`config.mk`:
```
export PLATFORM = sky130hd
export DESIGN_NAME = memory_master_32_flat
export DESIGN_NICKNAME = d
export VERILOG_FILES = /design/src/rtl/memory_master_32_if.sv /design/src/rtl/memory_master_32.sv /design/src/flat_wrapper.sv
export SDC_FILE = /design/constraint.sdc
export NUM_CORES = 1
export LEC_CHECK = 0
export ABC_AREA = 1
export BUFFER_PORTS_ARGS = -buffer_cell sky130_fd_sc_hd__clkbuf_2
export CAP_MARGIN = 20
export CORE_MARGIN = 8
export CORE_UTILIZATION = 41
export DETAILED_ROUTE_END_ITERATION = 16
export PLACE_DENSITY_LB_ADDON = 0.05
export SYNTH_ARGS = -nofsm -noshare
export SYNTH_HDL_FRONTEND = slang
export SYNTH_SLANG_ARGS = --single-unit
```
`constraint.sdc`:
```
create_clock -name clk -period 2.7 [get_ports clk]
set_input_delay 0.405 -clock clk [delete_from_list [all_inputs] [get_ports clk]]
set_output_delay 0.405 -clock clk [all_outputs]
set_load 0.1 [all_outputs]
```
`src/rtl/memory_master_32_if.sv`:
```
// Requester and responder signals of memory_master_32.
// The master modport is the block's own view; slave is the view of its environment.
interface memory_master_32_if;
   logic        cmd_valid;
   logic        cmd_ready;
   logic        cmd_rw;
   logic [15:0] cmd_address;
   logic [3:0]  cmd_byte_en;
   logic [31:0] cmd_wdata;
   logic        rsp_valid;
   logic [31:0] rsp_rdata;
   logic        rsp_error;
   logic [15:0] bus_address;
   logic        bus_bus_enable;
   logic [3:0]  bus_byte_enable;
   logic        bus_rw;
   logic [31:0] bus_write_data;
   logic        bus_acknowledge;
   logic [31:0] bus_read_data;

   modport master (
      input  cmd_valid, cmd_rw, cmd_address, cmd_byte_en, cmd_wdata,
      output cmd_ready, rsp_valid, rsp_rdata, rsp_error,
      output bus_address, bus_bus_enable, bus_byte_enable, bus_rw, bus_write_data,
      input  bus_acknowledge, bus_read_data
   );

   modport slave (
      output cmd_valid, cmd_rw, cmd_address, cmd_byte_en, cmd_wdata,
      input  cmd_ready, rsp_valid, rsp_rdata, rsp_error,
      input  bus_address, bus_bus_enable, bus_byte_enable, bus_rw, bus_write_data,
      output bus_acknowledge, bus_read_data
   );
endinterface

```
`src/rtl/memory_master_32.sv`:
```
// Single-outstanding 32-bit memory bus master: accepts one command, drives it until acknowledged.
// Optional acknowledge timeout is compiled in with BUS_TIMEOUT_EN.
//
// state      | meaning
// IDLE       | cmd_ready high, waiting for a command
// REQ        | bus request held, waiting for acknowledge (or timeout)
// RECOVER    | response pulse cycle; forces a bus_bus_enable low gap
module memory_master_32 #(
   parameter int TIMEOUT_CYCLES = 255
) (
   input  logic           clk,
   input  logic           reset,
   memory_master_32_if.master mm
);

   if ((TIMEOUT_CYCLES < 1) || (TIMEOUT_CYCLES > 255)) begin : g_bad_timeout
      $error("memory_master_32: TIMEOUT_CYCLES must be in 1..255");
   end

   typedef enum logic [1:0] {
      ST_IDLE    = 2'd0,
      ST_REQ     = 2'd1,
      ST_RECOVER = 2'd2
   } state_t;

   state_t      state_q, state_d;
   logic        bus_en_q, bus_en_d;
   logic        bus_rw_q, bus_rw_d;
   logic [15:0] bus_addr_q, bus_addr_d;
   logic [3:0]  bus_be_q, bus_be_d;
   logic [31:0] bus_wdata_q, bus_wdata_d;
   logic        rsp_valid_q, rsp_valid_d;
   logic [31:0] rsp_rdata_q, rsp_rdata_d;

`ifdef BUS_TIMEOUT_EN
   localparam logic [7:0] TIMEOUT_LIMIT = 8'(TIMEOUT_CYCLES);
   logic [7:0]  tmo_cnt_q, tmo_cnt_d;
   logic        rsp_error_q, rsp_error_d;
`endif

   always_ff @(posedge clk or posedge reset) begin
      if (reset) begin
         state_q     <= ST_IDLE;
         bus_en_q    <= 1'b0;
         bus_rw_q    <= 1'b0;
         bus_addr_q  <= 16'h0000;
         bus_be_q    <= 4'h0;
         bus_wdata_q <= 32'h0000_0000;
         rsp_valid_q <= 1'b0;
         rsp_rdata_q <= 32'h0000_0000;
`ifdef BUS_TIMEOUT_EN
         tmo_cnt_q   <= 8'h00;
         rsp_error_q <= 1'b0;
`endif
      end else begin
         state_q     <= state_d;
         bus_en_q    <= bus_en_d;
         bus_rw_q    <= bus_rw_d;
         bus_addr_q  <= bus_addr_d;
         bus_be_q    <= bus_be_d;
         bus_wdata_q <= bus_wdata_d;
         rsp_valid_q <= rsp_valid_d;
         rsp_rdata_q <= rsp_rdata_d;
`ifdef BUS_TIMEOUT_EN
         tmo_cnt_q   <= tmo_cnt_d;
         rsp_error_q <= rsp_error_d;
`endif
      end
   end

   always_comb begin
      state_d     = state_q;
      bus_en_d    = bus_en_q;
      bus_rw_d    = bus_rw_q;
      bus_addr_d  = bus_addr_q;
      bus_be_d    = bus_be_q;
      bus_wdata_d = bus_wdata_q;
      rsp_valid_d = 1'b0;
      rsp_rdata_d = rsp_rdata_q;
`ifdef BUS_TIMEOUT_EN
      tmo_cnt_d   = tmo_cnt_q;
      rsp_error_d = rsp_error_q;
`endif
      case (state_q)
         ST_IDLE: begin
            if (mm.cmd_valid) begin
               bus_rw_d    = mm.cmd_rw;
               bus_addr_d  = mm.cmd_address;
               bus_be_d    = mm.cmd_byte_en;
               bus_wdata_d = mm.cmd_wdata;
               bus_en_d    = 1'b1;
`ifdef BUS_TIMEOUT_EN
               tmo_cnt_d   = 8'h00;
`endif
               state_d     = ST_REQ;
            end
         end
         ST_REQ: begin
            // Acknowledge is tested first so it wins over a same-edge timeout.
            if (mm.bus_acknowledge) begin
               bus_en_d    = 1'b0;
               rsp_valid_d = 1'b1;
               if (bus_rw_q) begin
                  rsp_rdata_d = mm.bus_read_data;
               end
`ifdef BUS_TIMEOUT_EN
               rsp_error_d = 1'b0;
`endif
               state_d     = ST_RECOVER;
            end
`ifdef BUS_TIMEOUT_EN
            else begin
               tmo_cnt_d = tmo_cnt_q + 8'd1;
               if (tmo_cnt_d == TIMEOUT_LIMIT) begin
                  bus_en_d    = 1'b0;
                  rsp_valid_d = 1'b1;
                  rsp_error_d = 1'b1;
                  state_d     = ST_RECOVER;
               end
            end
`endif
         end
         ST_RECOVER: begin
            state_d = ST_IDLE;
         end
         default: begin
            state_d = ST_IDLE;
         end
      endcase
   end

   assign mm.cmd_ready       = (state_q == ST_IDLE);
   assign mm.rsp_valid       = rsp_valid_q;
   assign mm.rsp_rdata       = rsp_rdata_q;
   assign mm.bus_bus_enable  = bus_en_q;
   assign mm.bus_rw          = bus_rw_q;
   assign mm.bus_address     = bus_addr_q;
   assign mm.bus_byte_enable = bus_be_q;
   assign mm.bus_write_data  = bus_wdata_q;
`ifdef BUS_TIMEOUT_EN
   assign mm.rsp_error       = rsp_error_q;
`else
   assign mm.rsp_error       = 1'b0;
`endif

endmodule

```
`src/flat_wrapper.sv`:
```
// flat-port wrapper written by rule: the top's interface ports become plain ports
module memory_master_32_flat 
#(
   parameter int TIMEOUT_CYCLES = 255
)
  (clk, reset, mm_cmd_valid, mm_cmd_rw, mm_cmd_address, mm_cmd_byte_en, mm_cmd_wdata, mm_cmd_ready, mm_rsp_valid, mm_rsp_rdata, mm_rsp_error, mm_bus_address, mm_bus_bus_enable, mm_bus_byte_enable, mm_bus_rw, mm_bus_write_data, mm_bus_acknowledge, mm_bus_read_data);
  memory_master_32_if mm_i ();
  input  logic clk;
  input  logic reset;
  input wire logic [$bits(mm_i.cmd_valid)-1:0] mm_cmd_valid;
  input wire logic [$bits(mm_i.cmd_rw)-1:0] mm_cmd_rw;
  input wire logic [$bits(mm_i.cmd_address)-1:0] mm_cmd_address;
  input wire logic [$bits(mm_i.cmd_byte_en)-1:0] mm_cmd_byte_en;
  input wire logic [$bits(mm_i.cmd_wdata)-1:0] mm_cmd_wdata;
  output wire logic [$bits(mm_i.cmd_ready)-1:0] mm_cmd_ready;
  output wire logic [$bits(mm_i.rsp_valid)-1:0] mm_rsp_valid;
  output wire logic [$bits(mm_i.rsp_rdata)-1:0] mm_rsp_rdata;
  output wire logic [$bits(mm_i.rsp_error)-1:0] mm_rsp_error;
  output wire logic [$bits(mm_i.bus_address)-1:0] mm_bus_address;
  output wire logic [$bits(mm_i.bus_bus_enable)-1:0] mm_bus_bus_enable;
  output wire logic [$bits(mm_i.bus_byte_enable)-1:0] mm_bus_byte_enable;
  output wire logic [$bits(mm_i.bus_rw)-1:0] mm_bus_rw;
  output wire logic [$bits(mm_i.bus_write_data)-1:0] mm_bus_write_data;
  input wire logic [$bits(mm_i.bus_acknowledge)-1:0] mm_bus_acknowledge;
  input wire logic [$bits(mm_i.bus_read_data)-1:0] mm_bus_read_data;
  assign mm_i.cmd_valid = mm_cmd_valid;
  assign mm_i.cmd_rw = mm_cmd_rw;
  assign mm_i.cmd_address = mm_cmd_address;
  assign mm_i.cmd_byte_en = mm_cmd_byte_en;
  assign mm_i.cmd_wdata = mm_cmd_wdata;
  assign mm_cmd_ready = mm_i.cmd_ready;
  assign mm_rsp_valid = mm_i.rsp_valid;
  assign mm_rsp_rdata = mm_i.rsp_rdata;
  assign mm_rsp_error = mm_i.rsp_error;
  assign mm_bus_address = mm_i.bus_address;
  assign mm_bus_bus_enable = mm_i.bus_bus_enable;
  assign mm_bus_byte_enable = mm_i.bus_byte_enable;
  assign mm_bus_rw = mm_i.bus_rw;
  assign mm_bus_write_data = mm_i.bus_write_data;
  assign mm_i.bus_acknowledge = mm_bus_acknowledge;
  assign mm_i.bus_read_data = mm_bus_read_data;
  memory_master_32 #(.TIMEOUT_CYCLES(TIMEOUT_CYCLES)) u_core (.clk(clk), .reset(reset), .mm(mm_i));
endmodule
```
Yosys cells after proc, flatten, opt, wreduce, memory -nomap -nowiden
Index checks and enable logic that the tools add are counted.
{"block": "word_totals", "word_cells": 25, "input_bits": 89, "output_inout_bits": 89, "ff_bits": 89}
{"block": "op_classes", "n_reduce_logical": 6, "eq_ne": 3, "muxes": 8}
{"operator": "3-bit AND reduction", "count": 2}
{"operator": "1-bit 2-to-1 mux", "count": 4}
{"operator": "2-bit 2-to-1 mux", "count": 2}
{"operator": "2-bit != test, second input constant", "count": 2}
{"operator": "2-bit one-hot mux with 2 select lines", "count": 1}
{"operator": "2-bit AND reduction", "count": 2}
{"operator": "2-bit by 1-bit equality test with 1-bit output, second input constant", "count": 1}
{"operator": "2-bit zero test", "count": 1}
{"operator": "1-bit one-hot mux with 2 select lines", "count": 1}
{"operator": "2-bit nonzero test", "count": 1}

Longest topological paths before layout
Gate-level depths: netlist of the first run.
{"block": "depth", "depth_word": 3, "mapped_depth": 5, "ltp_nobuf": 4}

Worst setup path before layout of the first run
Ideal clock, no wire load.
{"block": "synth_timing", "path_kind": "register to register", "startpoint": "register u_core.bus_rw_q, in the netlist u_core.mm.bus_rw", "endpoint": "register u_core.rsp_rdata_q[0], in the netlist u_core.mm.rsp_rdata[0]", "t_arrival_ps": 1660, "n_path_buf": 2, "stages_incl_launch_ff": 6, "path_slack_ps": 920, "t_required_ps": 2580, "cell_sequence": "dfrtp_1 > buf_2 > nand4_1 > buf_2 > nand2_1 > nand2_1"}
{"block": "synth_between", "elab_chain_cells": 1}
{"item": "start: declaration", "line_no": "memory_master_32.sv:28", "rtl": "logic bus_rw_q, bus_rw_d;"}
{"item": "start signal: assignment", "line_no": "memory_master_32.sv:58", "rtl": "bus_rw_q <= bus_rw_d;"}
{"item": "3-bit AND reduction (no line)"}
{"item": "end signal: assignment", "line_no": "memory_master_32.sv:63", "rtl": "rsp_rdata_q <= rsp_rdata_d;"}
{"item": "end: declaration", "line_no": "memory_master_32.sv:33", "rtl": "logic [31:0] rsp_rdata_q, rsp_rdata_d;"}
No other way between the ends.
A chain may end at the register's enable or synchronous reset.

Final worst setup path of the first run
{"block": "layout_timing", "startpoint": "register u_core.state_q[1]", "endpoint": "output port mm_cmd_ready"}
{"block": "layout_between", "elab_chain_cells": 1}
{"item": "start: declaration", "line_no": "memory_master_32.sv:26", "rtl": "state_t state_q, state_d;"}
{"item": "start signal: assignment", "line_no": "memory_master_32.sv:56", "rtl": "state_q <= state_d;"}
{"item": "2-bit zero test", "line_no": "memory_master_32.sv:132", "rtl": "assign mm.cmd_ready = (state_q == ST_IDLE);"}
{"item": "end: declaration", "line_no": "flat_wrapper.sv:15", "rtl": "output wire logic [$bits(mm_i.cmd_ready)-1:0] mm_cmd_ready;"}
No other way between the ends.

==> impl_summary.md, run 1 <==
Outcome
The flow ran to the end, and the final reports show no timing, DRC or antenna violations.

Routing
For this run, design rule violations remaining after detail routing come to 0. The vias per cell is 4.772. The post-detailed-routing wire length is 10370 um. Detailed routing inserted a total of 3183 vias. The number of iterations in the first detailed-routing pass is 4. After detailed routing, the average wire length per cell comes to 15.54 um. The number of nets with antenna violations after routing is 0. After the first detailed-routing iteration, the DRC count stood at 156.

Logic synthesis
The number of unique standard cell types used by synthesis is 15. The average footprint of a synthesized cell is 9.102 um^2. Of the synthesized area, sequential elements account for 62.74%. Yosys attributes the largest share of cell area to dfrtp_1 63%, nand2_1 18%, nand3_1 7.5%, nand4_1 5.8%, buf_2 2.8%.

The Yosys warning count is 0. Synthesis produced a netlist with a net count of 479. The number of standard cells after synthesis is 390. The synthesized design devotes to its leading area cell type 62.74% of total area. The biggest area contributor in the post-synthesis netlist is dfrtp_1. The post-synthesis instance area is 0.003550 mm^2. The post-synthesis sequential element count is 89.

Global route
The fraction of met3 tracks used by global routing is 6.147%. The number of antenna violations at the first check in global routing was 0. The routing usage on met2 is 26.08%.

met2 is the most crowded layer. Global routing consumed, over all layers together, 16.98% of the routing resources. The number of global-route vias before repair is 3228. The total overflow reported by the global router is 0.

Entering global routing, the biggest net connects 90 pins. The met1 track demand over resource in global routing is 21.22%. The first global-routing pass estimated 15990 um of wire.

Timing
Across the routed clock network, the largest skew measured is 0.01037 ns. Setup repair after global routing left no endpoint under its margin. In this run the tightest slew margin relative to its limit is 61.98%. The maximum operating frequency is 0.4817 GHz. The max-slew violation total from the final report is 0. After routing, the total negative slack on setup checks comes to 0 ns. The portion of the clock cycle consumed by the worst path in the final layout is 76.89%. The final count of hold timing violations came to 0. Setup violations remaining at the end of the flow were counted as 0. The transition time of the tightest slew-check pin is 0.5728 ns. The smallest clock period supported by the final layout is computed as 2.076 ns.

Critical path
The delay of the slowest critical-path stage is 0.54 ns. STA puts the critical path data arrival time at 1.67 ns. The setup check on the worst reg-to-reg path leaves a slack of 1.14 ns.

In this run the critical register-to-register path is captured at u_core.mm.bus_write_data[13]$_DFFE_PP0P_. STA puts the critical path data required time at 2.30 ns. The kind of start point of the critical path is a register.

The path depth of the worst reg2reg path is 5. The startpoint of the lowest-slack register-to-register path is u_core.state_q[1]$_DFFE_PP0P_. The worst setup path is of the reg2out kind.

Walking the worst path, the cells encountered are nor2_4, clkbuf_2. Following the worst setup path forward leads to its endpoint at mm_cmd_ready. Among all stages on the critical path, the largest delay is contributed by clkbuf_2. The biggest fanout along the worst timing path is 17. STA classifies the critical path endpoint as a primary output.

The critical path launch point is u_core.state_q[1]$_DFFE_PP0P_.

Clock network
The tree is rooted in a clkbuf_8. The depth of the CTS H-tree is 3. The CTS tree is built. In this run the deepest clock path goes through 2 buffers.

After clock tree synthesis, the setup repair step added 0 buffers. Clock tree synthesis found a total of 89 sinks. After clock tree synthesis, the flow added hold-fix buffers numbering 0. After clock tree synthesis, the clock-pin slew on the worst setup and hold paths is 0.09 ns. The post-cts resize count is 0. The later-pin clock latency in the skew report is 0.34 ns. Clock tree synthesis inserted a total of 9 buffers.

Layout
The share of cells above drive strength 1 is 36.31%. The growth of design area from synthesis to finish is 33.56%. In the final design database the tool counted 643 nets. The final cell count without fillers is 667.

The antenna diode count is 0.

Placed design
The post-placement cell count is 651. Routability-driven placement finished with a final weighted congestion of 0.7844. Summed over all nets, the half-perimeter wirelength after detailed placement is 7046 um.

The port buffer count is 176.

Floorplanning
The die is 109.0 um tall. The initialized floorplan defines 34 standard-cell rows. The initial cell density of the core is 41.51%. The area of the die is 0.01189 mm^2. The width of the die is 109.0 um. 178 I/O pins were placed. The area inside the core boundary is 0.008551 mm^2.

Job
Across the run, the number of max-cap violations was 0.

Worst hold path
The tightest min-delay check is of the in2async type.
-- worst min path at each step --
stage                                                     to  depth (start not counted)
floorplan                u_core.mm.rsp_rdata[23]$_DFFE_PP0P_                          2
global placement    u_core.mm.bus_byte_enable[2]$_DFFE_PP0P_                          2
finish                   u_core.mm.rsp_rdata[14]$_DFFE_PP0P_                          3
detailed placement      u_core.mm.bus_address[2]$_DFFE_PP0P_                          2
CTS                      u_core.mm.rsp_rdata[14]$_DFFE_PP0P_                          3
global route             u_core.mm.rsp_rdata[14]$_DFFE_PP0P_                          3
-- stage by stage --
step | setup WS (ns) | hold slack (ns) | area, um^2 | util [%]
floorplan | 0.9199 | 0.5496 | 3553 | -
global placement | 1.013 | 0.4534 | 4497 | 52.59
detailed placement | 1.003 | 0.4572 | 4497 | 52.59
CTS | 0.6008 | 0.1863 | 4741 | 55.44
global route | 0.5453 | 0.2009 | 4741 | 55.44
finish | 0.6240 | 0.1653 | 4741 | 55.44
-- registers in the layout, summed over array words and instances (netlist names) --
signal / cells
u_core.state_q: 2
u_core.mm.bus_address: 16
u_core.mm.bus_byte_enable: 4
u_core.mm.rsp_valid: 1
u_core.mm.bus_write_data: 32
u_core.mm.rsp_rdata: 32
u_core.mm.bus_bus_enable: 1
u_core.mm.bus_rw: 1
-- placed cells by master (no fill, tap or decap) --
| cell type | count |
|---|---|
| inv_1 | 3 |
| nor2_2 | 1 |
| buf_4 | 7 |
| nand4_1 | 33 |
| buf_12 | 1 |
| clkbuf_1 | 1 |
| o21ai_0 | 2 |
| nand2_1 | 172 |
| clkinvlp_4 | 2 |
| clkinv_2 | 1 |
| clkbuf_2 | 176 |
| clkbuf_8 | 10 |
| nor2_1 | 2 |
| bufinv_16 | 3 |
| nand3_1 | 53 |
| nor2_4 | 1 |
| nand2_2 | 1 |
| conb_1 | 1 |
| dfrtp_1 | 89 |
-- routing by layer --
layer	share of wire [%]	wire, um	vias up
met2	46	4813	118
li1	-	-	1596
met1	42	4370	1453
met4	1.8	186	0
met5	0	0	-
met3	9.6	996	16
-- Yosys cell counts, drive strengths merged --
library cell and n:
dfrtp 89, nand4 33, inv 4, conb 1, o21ai 2, nand2 173, buf 23, nand3 53
clkbuf 8, nor2 4
-- layout make-up --
cell class	count	area [um^2]
Clock buffer	11	141.4
Clock inverter	5	102.6
Fill cell	830	3810
Inverter	4	18.77
Multi-Input combinational cell	266	1162
Sequential cell	89	2227
Tap cell	108	135.1
Timing Repair Buffer	184	953.4
-- kinds of logic (layout without fill, tap and decap cells) --
logic type,Yosys count,after routing,share of synthesized area [%]
buf+inv,35,204,4.512
simple gates,263,263,32.36
compound gates,2,2,0.2820
other cells,1,1,0.1056
flops,89,89,62.74
-- critical path: cells and delay by family (launching register included) --
family,cells,cell delay [ns]
buf+inv,1,0.54
simple gates,1,0.35
flops,1,0.43
Power of run 1 is left out: the tool's default activity adds up to more than one toggle a clock period on the data nets, which glitch-free logic cannot reach.
==> inputs of run 2 (changes only) <==
--- a/config.mk
+++ b/config.mk
@@ -9,7 +9,7 @@
 export BUFFER_PORTS_ARGS = -buffer_cell sky130_fd_sc_hd__clkbuf_2
 export CAP_MARGIN = 20
 export CORE_MARGIN = 8
-export CORE_UTILIZATION = 41
+export CORE_UTILIZATION = 45
 export DETAILED_ROUTE_END_ITERATION = 16
 export PLACE_DENSITY_LB_ADDON = 0.05
 export SYNTH_ARGS = -nofsm -noshare
==> constraint.sdc (replaced) <==
create_clock -name clk -period 2.11 [get_ports clk]
set_input_delay 0.3165 -clock clk [delete_from_list [all_inputs] [get_ports clk]]
set_output_delay 0.3165 -clock clk [all_outputs]
set_load 0.1 [all_outputs]
==> impl_summary.md, run 2 (synthesized netlist as in run 1, its figures left out) <==
Layout
Cells with a size suffix above 1 make up 36.36% of the layout. Compared with the post-synthesis result, the final layout area differs by 34.33%. The library cell used most frequently in the layout, excluding fill and tap cells, is clkbuf_2. Measured on the finished design, the core utilization comes to 62.03%. The area of all sequential standard cells is 0.002227 mm^2. In the final layout, the multi-input gates occupy 0.001162 mm^2.

The net count of the finished layout is 645. The number of fill cells is 728. The top cell types in the final layout, fill and taps aside, are 174 x clkbuf_2, 172 x nand2_1, 89 x dfrtp_1. The antenna diode count is 0. The final non-filler cell area is 0.004768 mm^2.

Job
The total of max-cap violations is 0.

Global route
Summed over all layers, the global routing overflow is 0. The global-route wire length before repair is 16550 um. For this run, global-route usage on met3 was measured as 5.897%. The number of antenna violations at the first check in global routing is 0.

Global routing consumed, on the met2 layer, 30.09% of the routing resources. Global routing consumed, on the met1 layer, 21.80% of the routing resources. The routing layer with the top usage in global route is met2.

The global routing usage summed across all routing layers is 18.12%. The maximum number of pins on one net before global-route repair is 90. The number of global-route vias before repair came to 3426.

Timing
Setup violations remaining at the end of the flow were counted as 0. Summed over all failing endpoints, the final setup total negative slack is 0 ns. The maximum operating frequency is 0.5618 GHz.

In the finished design, the share of the clock period the worst path needs comes to 84.36%. The final count of hold timing violations is 0. The final critical-path setup slack is 0.3299 ns.

The final worst clock skew is 0.01377 ns. In this run the tightest slew margin relative to its limit is 62.51%. The clock period could shrink to 1.780 ns. At the pin with the least slew margin, the transition time is 0.5648 ns. Setup repair after global routing left no endpoint under its margin. The max-slew violation total from the final report is 0.

Worst hold path
The type of the worst min-delay path is in2async.

Critical path
The cell with the biggest individual delay on the critical path is dfrtp_1. The signal on the critical path passes through nor2_4, buf_4, buf_12. The number of buffers and inverters on the critical path is 2. Data on the critical path arrives at its endpoint at 1.46 ns. On the critical path the largest part of the delay comes from buffers and inverters. The biggest fanout along the worst timing path is 31. The delay of the slowest critical-path stage is 0.43 ns. STA puts the critical path data required time at 1.79 ns. The worst setup path is launched from a register. The kind of critical path is reg2out.

STA classifies the critical path endpoint as a primary output.

Clock network
After clock tree synthesis, the clock-pin slew on the worst setup and hold paths is 0.09 ns. The number of buffers added by the clock tree synthesis step is 9. TritonCTS built the clock tree. The CTS sink count is 89. The tree is rooted in a clkbuf_8. The number of hold buffers added after CTS was 0. The number of buffers between clock root and the deepest sink is 2.

The post-cts resize count is 0. Once the clock tree was built, the setup fixing pass inserted 0 buffers. The later-pin clock latency in the skew report is 0.35 ns. The depth of the CTS H-tree is 3.

Floorplanning
The placement row count is 32. In this run the horizontal extent of the chip is 104.8 um. The area of the die is 0.01099 mm^2. The area inside the core boundary is 0.007687 mm^2.

For this configuration, the core starts out at a cell density of 46.18%. The height of the chip is 104.8 um. The boundary pin count is 178.

Placed design
Routability-driven placement finished with a final weighted congestion of 0.7382. The count of buffers added on input and output ports is 176. Before CTS, the worst setup slack after placement is 0.6161 ns. The placed instances occupy a cell area of 0.004547 mm^2. The total half-perimeter wirelength after legalization and detailed placement is 7177 um.

Routing
Using the TritonRoute via totals, the vias-per-cell ratio works out to 4.846. The iteration-0 DRC count of the detailed router is 101. The routed wirelength normalized by instance count is 15.22 um.

For this run, design rule violations remaining after detail routing come to 0. The pre-antenna-repair detailed-routing pass consisted of 4 iterations. Once detail routing completed, the nets flagged for antenna violations numbered 0. The post-detailed-routing wire length is 10090 um. The via count is 3213.

Outcome
The flow ran to the end, and the final reports show no timing, DRC or antenna violations.
==> run 2: cell count changes in the layout (fill, tap and decap cells not counted), sizes merged <==
cell,change
buf,+4
bufinv,-1
clkbuf,-1
==> run 2: layer usage <==
metal / share of wire, % / up-vias
li1: - / 1599
met1: 42 / 1497
met2: 50 / 109
met3: 7.2 / 8
met4: 1.1 / 0
met5: 0 / -
==> run 2: per-stage QoR <==
step | hold slack [ns] | std cells
3_3_place_gp | 0.4544 | 647
2_1_floorplan | 0.4611 | 390
5_1_grt | 0.1126 | 663
4_1_cts | 0.09869 | 663
3_5_place_dp | 0.4573 | 647
6_report | 0.06897 | 663
==> run 2: worst min-delay path, delay by kind of cell <==
kind,cells,cell delay (ns)
buffers and inverters,3,0.54
==> run 2: area by class of cell <==
type	count	area share (%)
well taps	102	2.676
inverters	4	0.3936
clock inverters	4	1.601
flip-flops and latches	89	46.71
repair buffers	186	21.20
clock buffers	12	3.044
multi-input cells	266	24.38
==> run 2: path summary, 6_finish.rpt <==
| path | start | endpoint | slack, ns | cells after the start |
|---|---|---|---|---|
| hold / removal | reset | u_core.mm.bus_write_data[21]$_DFFE_PP0P_ | 0.07 | 3 |
| setup / recovery | u_core.state_q[1]$_DFFE_PP0P_ | mm_cmd_ready | 0.33 | 3 |
| hold reg to reg | u_core.mm.bus_address[12]$_DFFE_PP0P_ | u_core.mm.bus_address[12]$_DFFE_PP0P_ | 0.47 | 2 |
| min in group clk | mm_bus_read_data[16] | u_core.mm.rsp_rdata[16]$_DFFE_PP0P_ | 0.19 | 3 |
| setup reg to reg | u_core.state_q[1]$_DFFE_PP0P_ | u_core.mm.bus_write_data[29]$_DFFE_PP0P_ | 0.62 | 5 |
| max in group asynchronous | reset | u_core.mm.bus_write_data[1]$_DFFE_PP0P_ | 1.67 | 3 |
Power of run 2 is left out for the same reason.
